==> src/rtl/ece453_seg7_display.sv <==
// ece453_seg7_display
// Takes a 16-bit value from the ECE453 register/FSM block and shows it on a
// 4-digit, common-anode, multiplexed 7-segment display.
// A load starts a fixed 17-cycle conversion. Decimal mode uses the
// shift-add-3 method. Hex mode splits the value into nibbles. The result is
// then committed to a display register, which a free-running scanner shows
// one digit at a time.
//
// Ports:
//   clk          system clock
//   reset        asynchronous, active-high
//   value_in     value to display, sampled on an accepted load
//   load         single-cycle conversion request
//   mode_dec     1 = decimal (BCD), 0 = hex; sampled with value_in
//   blank_lz     1 = blank leading zeros (decimal only); sampled with value_in
//   enable       0 = display dark and scan halted
//   seg_n        segments {g,f,e,d,c,b,a}, active-low
//   digit_sel_n  digit anodes, active-low one-hot, bit0 = least significant
//   busy         conversion in progress
//   overflow     last committed decimal value was > 9999
module ece453_seg7_display #(
  parameter int REFRESH_DIV = 50000
) (
  input  logic        clk,
  input  logic        reset,
  input  logic [15:0] value_in,
  input  logic        load,
  input  logic        mode_dec,
  input  logic        blank_lz,
  input  logic        enable,
  output logic [6:0]  seg_n,
  output logic [3:0]  digit_sel_n,
  output logic        busy,
  output logic        overflow
);

  localparam int CW = (REFRESH_DIV > 2) ? $clog2(REFRESH_DIV) : 1;
  localparam logic [CW-1:0] REFRESH_LAST = CW'(REFRESH_DIV - 1);

  typedef enum logic [1:0] {IDLE, CONV, COMMIT} state_t;

  state_t      state_reg, state_next;
  logic [3:0]  cnt_reg, cnt_next;
  logic [15:0] val_reg, val_next;
  logic [15:0] bin_reg, bin_next;
  logic [15:0] bcd_reg, bcd_next;
  logic        dec_reg, dec_next;
  logic        blank_reg, blank_next;

  logic        pend_reg, pend_next;
  logic [15:0] pend_val_reg, pend_val_next;
  logic        pend_dec_reg, pend_dec_next;
  logic        pend_blank_reg, pend_blank_next;

  logic [15:0] disp_reg, disp_next;
  logic        disp_dec_reg, disp_dec_next;
  logic        disp_blank_reg, disp_blank_next;
  logic        overflow_reg, overflow_next;

  logic [CW-1:0] refresh_cnt_reg;
  logic [1:0]    idx_reg;
  logic [6:0]    seg_n_reg;
  logic [3:0]    digit_sel_n_reg;

  // Add 3 to every BCD nibble that is >= 5 before each shift.
  logic [15:0] bcd_adj;
  genvar gi;
  generate
    for (gi = 0; gi < 4; gi++) begin : g_add3
      assign bcd_adj[4*gi +: 4] = (bcd_reg[4*gi +: 4] >= 4'd5) ?
                                  bcd_reg[4*gi +: 4] + 4'd3 : bcd_reg[4*gi +: 4];
    end
  endgenerate

  // lz_zero[i]: digit i and every digit above it are zero. Digit0 is never blanked.
  logic [3:0] lz_zero;
  assign lz_zero[0] = 1'b0;
  generate
    for (gi = 1; gi < 4; gi++) begin : g_lz
      assign lz_zero[gi] = (disp_reg[15:4*gi] == '0);
    end
  endgenerate

  always_comb begin
    state_next      = state_reg;
    cnt_next        = cnt_reg;
    val_next        = val_reg;
    bin_next        = bin_reg;
    bcd_next        = bcd_reg;
    dec_next        = dec_reg;
    blank_next      = blank_reg;
    pend_next       = pend_reg;
    pend_val_next   = pend_val_reg;
    pend_dec_next   = pend_dec_reg;
    pend_blank_next = pend_blank_reg;
    disp_next       = disp_reg;
    disp_dec_next   = disp_dec_reg;
    disp_blank_next = disp_blank_reg;
    overflow_next   = overflow_reg;

    case (state_reg)
      IDLE: begin
        // A fresh load takes priority over an older pending request.
        if (load) begin
          val_next   = value_in;
          bin_next   = value_in;
          bcd_next   = '0;
          dec_next   = mode_dec;
          blank_next = blank_lz;
          pend_next  = 1'b0;
          cnt_next   = '0;
          state_next = CONV;
        end else if (pend_reg) begin
          val_next   = pend_val_reg;
          bin_next   = pend_val_reg;
          bcd_next   = '0;
          dec_next   = pend_dec_reg;
          blank_next = pend_blank_reg;
          pend_next  = 1'b0;
          cnt_next   = '0;
          state_next = CONV;
        end
      end
      CONV: begin
        // In hex mode the work register is held, so both modes take the same time.
        if (dec_reg) begin
          bcd_next = {bcd_adj[14:0], bin_reg[15]};
          bin_next = {bin_reg[14:0], 1'b0};
        end
        cnt_next = cnt_reg + 4'd1;
        if (cnt_reg == 4'd15) begin
          state_next = COMMIT;
        end
      end
      COMMIT: begin
        disp_next       = dec_reg ? bcd_reg : val_reg;
        disp_dec_next   = dec_reg;
        disp_blank_next = blank_reg;
        overflow_next   = dec_reg && (val_reg > 16'd9999);
        state_next      = IDLE;
      end
      default: state_next = IDLE;
    endcase

    // A load that arrives while busy is buffered. Only the last one is kept.
    if (load && (state_reg != IDLE)) begin
      pend_next       = 1'b1;
      pend_val_next   = value_in;
      pend_dec_next   = mode_dec;
      pend_blank_next = blank_lz;
    end
  end

  always_ff @(posedge clk or posedge reset) begin
    if (reset) begin
      state_reg      <= IDLE;
      cnt_reg        <= '0;
      val_reg        <= '0;
      bin_reg        <= '0;
      bcd_reg        <= '0;
      dec_reg        <= 1'b0;
      blank_reg      <= 1'b0;
      pend_reg       <= 1'b0;
      pend_val_reg   <= '0;
      pend_dec_reg   <= 1'b0;
      pend_blank_reg <= 1'b0;
      disp_reg       <= '0;
      disp_dec_reg   <= 1'b0;
      disp_blank_reg <= 1'b0;
      overflow_reg   <= 1'b0;
    end else begin
      state_reg      <= state_next;
      cnt_reg        <= cnt_next;
      val_reg        <= val_next;
      bin_reg        <= bin_next;
      bcd_reg        <= bcd_next;
      dec_reg        <= dec_next;
      blank_reg      <= blank_next;
      pend_reg       <= pend_next;
      pend_val_reg   <= pend_val_next;
      pend_dec_reg   <= pend_dec_next;
      pend_blank_reg <= pend_blank_next;
      disp_reg       <= disp_next;
      disp_dec_reg   <= disp_dec_next;
      disp_blank_reg <= disp_blank_next;
      overflow_reg   <= overflow_next;
    end
  end

  function automatic logic [6:0] seg_hex(input logic [3:0] d);
    case (d)
      4'h0: seg_hex = 7'h40;
      4'h1: seg_hex = 7'h79;
      4'h2: seg_hex = 7'h24;
      4'h3: seg_hex = 7'h30;
      4'h4: seg_hex = 7'h19;
      4'h5: seg_hex = 7'h12;
      4'h6: seg_hex = 7'h02;
      4'h7: seg_hex = 7'h78;
      4'h8: seg_hex = 7'h00;
      4'h9: seg_hex = 7'h10;
      4'hA: seg_hex = 7'h08;
      4'hB: seg_hex = 7'h03;
      4'hC: seg_hex = 7'h46;
      4'hD: seg_hex = 7'h21;
      4'hE: seg_hex = 7'h06;
      default: seg_hex = 7'h0E;
    endcase
  endfunction

  logic [3:0] cur_nib;
  logic [6:0] cur_pat;
  always_comb begin
    cur_nib = disp_reg[{idx_reg, 2'b00} +: 4];
    if (overflow_reg && disp_dec_reg) begin
      cur_pat = 7'h3F;
    end else if (disp_dec_reg && disp_blank_reg && lz_zero[idx_reg]) begin
      cur_pat = 7'h7F;
    end else begin
      cur_pat = seg_hex(cur_nib);
    end
  end

  // Anode and segment outputs are registered together, so they change on the same edge.
  always_ff @(posedge clk or posedge reset) begin
    if (reset) begin
      refresh_cnt_reg <= '0;
      idx_reg         <= '0;
      seg_n_reg       <= 7'h7F;
      digit_sel_n_reg <= 4'hF;
    end else if (enable) begin
      if (refresh_cnt_reg == REFRESH_LAST) begin
        refresh_cnt_reg <= '0;
        idx_reg         <= idx_reg + 2'd1;
      end else begin
        refresh_cnt_reg <= refresh_cnt_reg + 1'b1;
      end
      digit_sel_n_reg <= ~(4'b0001 << idx_reg);
      seg_n_reg       <= cur_pat;
    end else begin
      refresh_cnt_reg <= '0;
      idx_reg         <= '0;
      digit_sel_n_reg <= 4'hF;
      seg_n_reg       <= 7'h7F;
    end
  end

  assign seg_n       = seg_n_reg;
  assign digit_sel_n = digit_sel_n_reg;
  assign busy        = (state_reg != IDLE);
  assign overflow    = overflow_reg;

endmodule

==> config.mk <==
export PLATFORM = sky130hd
export DESIGN_NAME = ece453_seg7_display
export DESIGN_NICKNAME = d
export VERILOG_FILES = /design/src/rtl/ece453_seg7_display.sv
export SDC_FILE = /design/constraint.sdc
export NUM_CORES = 1
export LEC_CHECK = 0
export ABC_AREA = 1
export CAP_MARGIN = 30
export CORE_MARGIN = 5
export CORE_UTILIZATION = 30
export CTS_CLUSTER_DIAMETER = 150
export CTS_CLUSTER_SIZE = 12
export DETAILED_ROUTE_END_ITERATION = 8
export PLACE_DENSITY = 0.53
export SLEW_MARGIN = 20
export SYNTH_ARGS = -nofsm -noshare
export SYNTH_HDL_FRONTEND = slang
export SYNTH_SLANG_ARGS = --single-unit
==> constraint.sdc <==
create_clock -name clk -period 4.75 [get_ports clk]
set_clock_uncertainty 0.1 [all_clocks]
set_input_delay 0.95 -clock clk [delete_from_list [all_inputs] [get_ports clk]]
set_output_delay 0.95 -clock clk [all_outputs]
set_load 0.03 [all_outputs]
==> results.tsv <==
stage	metric	value	unit
sta	final hold vios	0	
finish	Final Non-Filler Cells	1075	
finish	Reg area	3090	µm²
sta	Setup TNS	0	ns
place	Cells after DPL	1042	
clock_tree	root buffer cell	clkbuf_16	
critical_path	crit path cell chain	nor2_2, inv_1, clkdlybuf4s50_1	
die	Die ar.	23800	µm²
critical_path	critical path required time	3.70	ns
global_routing	vias in the first global route	4701	
critical_path	Slowest Stage Delay on Critical Path	0.60	ns
place	Worst Setup Slack post-DPL	1.62	ns
logic_synthesis	Mapped Area	6250	µm²
critical_path	Worst Setup SP	state_reg[0]	
logic_synthesis	async set or reset register ratio after synthesis	100	%
clock_tree	clock latency on the worst-skew pair	0.42	ns
finish	layout cells sized above 1	10.4	%
logic_synthesis	most common cell in the netlist	nand2_1	
global_routing	GRT Total Usage	11.9	%
detailed_routing	TritonRoute pass-1 iters	4	
critical_path	Setup Crit Path Kind	reg2out	
die	row count	52	
sta	final worst slack	1.91	ns
finish	diodes inserted	0	
sta	Min Hold Slack	0.379	ns
logic_synthesis	post-synth top area share	44.8	%
global_routing	global-route wire length before repair	23300	µm
detailed_routing	DR vias	4780	
global_routing	GR Overflow Total	0	
finish	final core occ	36.8	%
logic_synthesis	synth top area cells	dfrtp_1, nand2_1, o21ai_0	
critical_path	Slowest cell on crit path	clkdlybuf4s50_1	
pwr	VDD IR max	0.231	mV
logic_synthesis	sequential fraction of the synthesis area	49.4	%
die	Die X	154	µm
logic_synthesis	Mapped Nets	805	
die	chip height	154	µm
logic_synthesis	Seq cells post-synth	123	
critical_path	cell family with most CP delay	buffers and inverters	
worst_hold_path	Hold Path Class	reg2reg	
detailed_routing	WL per Instance	12.6	µm
pwr	Power, Total	4.59	mW
finish	area added between synthesis and finish	19.8	%
sta	Worst-Margin Slew	0.806	ns
critical_path	worst path bufs/invs	2	
worst_hold_path	min-delay src	bin_reg[4]	
critical_path	crit path DAT	1.79	ns
detailed_routing	1st-iter DRT viols	320	
sta	crit share post-route	59.9	%
sta	FMAX	352	MHz
logic_synthesis	Post-Synthesis Cells	763	
place	PortBufs	34	
logic_synthesis	EDFF count, synth	0	
detailed_routing	Detail Route Antenna Nets	0	
sta	Period minus WS final	2.84	ns
pwr	pwr/cell area	612	nW/µm²
sta	max-slew violations	0	
die	IO Pins	35	
logic_synthesis	Yosys cell types	43	
finish	Final nets	834	
finish	filler cell count	2099	
clock_tree	CTS max path bufs	2	
critical_path	crit-path max FO	3	
sta	RSZ-0062 raised after global routing	false	
critical_path	Critical Path Sink Type	primary output	
place	HPWL after detailed placement	9350	µm
sta	Slew headroom	46.3	%
critical_path	R2R Path Start	dec_reg	
logic_synthesis	top cells by count, synth	nand2_1, dfrtp_1, o21ai_0	
global_routing	initial antenna violation count	0	
finish	Multi-input gate area	2700	µm²
clock_tree	number of buffers created by CTS	17	
place	RePlAce Congestion	0.777	
sta	Final setup viols	0	
logic_synthesis	area leader, netlist	dfrtp_1	
detailed_routing	DRC viols	0	
logic_synthesis	Main synth FF type	dfrtp_1	
clock_tree	H-tree Lvls	4	
clock_tree	CTS tree	done	
clock_tree	Num Clock Sinks	123	
detailed_routing	drt via density	4.45	
clock_tree	Worst-path clk slew	0.06	ns
detailed_routing	Routed Wire Length	13600	µm
finish	post-layout instance area	7490	µm²
run	max-cap violations	0	
die	Core Area	20400	µm²
critical_path	startpoint types	flip-flop	
place	dpl cell area	6810	µm²
global_routing	largest net degree at the start of global routing	64	
clock_tree	Post-CTS Setup Inserts	0	
clock_tree	post-CTS sizing	0	
clock_tree	hold_buf cts	0	
die	Initial Util	30.7	%
pwr	LEAKAGE	3.39	nW
logic_synthesis	Synth warnings	0	
logic_synthesis	Syn Area/Cell	8.19	µm²
outcome	status	completed	
## placed cells by master (no fill, tap or decap), types with 2 or more instances in the layout
master	instances
xor2_1	8
ha_1	20
mux2_2	2
inv_1	77
nand2_2	2
o21bai_1	4
clkinv_2	3
o21ai_2	11
inv_4	2
clkbuf_8	4
nor2_1	84
inv_2	4
a21oi_1	26
nand4_1	4
dfrtp_1	112
nand3_1	33
nand2_1	184
bufinv_16	5
o21ai_0	107
dfstp_2	11
a21oi_2	4
a31oi_1	3
o21ai_1	9
o22ai_1	5
nor3_1	5
o22ai_2	2
clkbuf_16	17
nor2_2	5
o2111ai_2	2
clkinvlp_4	2
clkdlybuf4s50_1	34
## tightest hold or removal path: stages (launching register included)
cell	delay [ns]
dfrtp_1	0.34
nand2_1	0.06
o21ai_2	0.05
## routing by layer
metal / vias up / track usage (%) / routed length [µm]
li1: 2523 / - / -
met1: 2168 / 17.2 / 6990
met2: 73 / 17.3 / 5800
met3: 16 / 3.16 / 553
met4: 0 / 3.99 / 205
met5: - / 0 / 0
## kinds of logic after synthesis
kind of cell / count (synthesis) / synth area share [%]
compound gates: 174 / 15.8
xor+xnor: 9 / 1.26
fa+ha+maj: 20 / 4.00
buf+inv: 110 / 7.42
flops: 123 / 49.4
mux: 2 / 0.360
simple gates: 325 / 21.7
## report_power, final
part	internal [mW]	switching (mW)	total, mW
Sequential	1.42	0.252	1.67
Clock	0.985	0.475	1.46
Combinational	0.525	0.936	1.46
## worst paths after layout
kind	cells after the start	endpoint	slack, ns
min	2	bin_reg[4]	0.38
max in group asynchronous	3	seg_n[1]	2.75
min in group asynchronous	2	refresh_cnt_reg[9]	0.95
min reg2reg	2	bin_reg[4]	0.38
max	3	busy	1.91
max reg2reg	7	bin_reg[15]	2.37
## final cells by class
| cell class | count | share of cell area, % |
|---|---|---|
| flip-flops and latches | 123 | 41.3 |
| multi-input cells | 530 | 36.0 |
| clock buffers | 21 | 6.41 |
| repair buffers | 36 | 5.01 |
| well taps | 270 | 4.51 |
| inverters | 84 | 4.28 |
| clock inverters | 11 | 2.52 |
(Power assumes the default switching activity.)
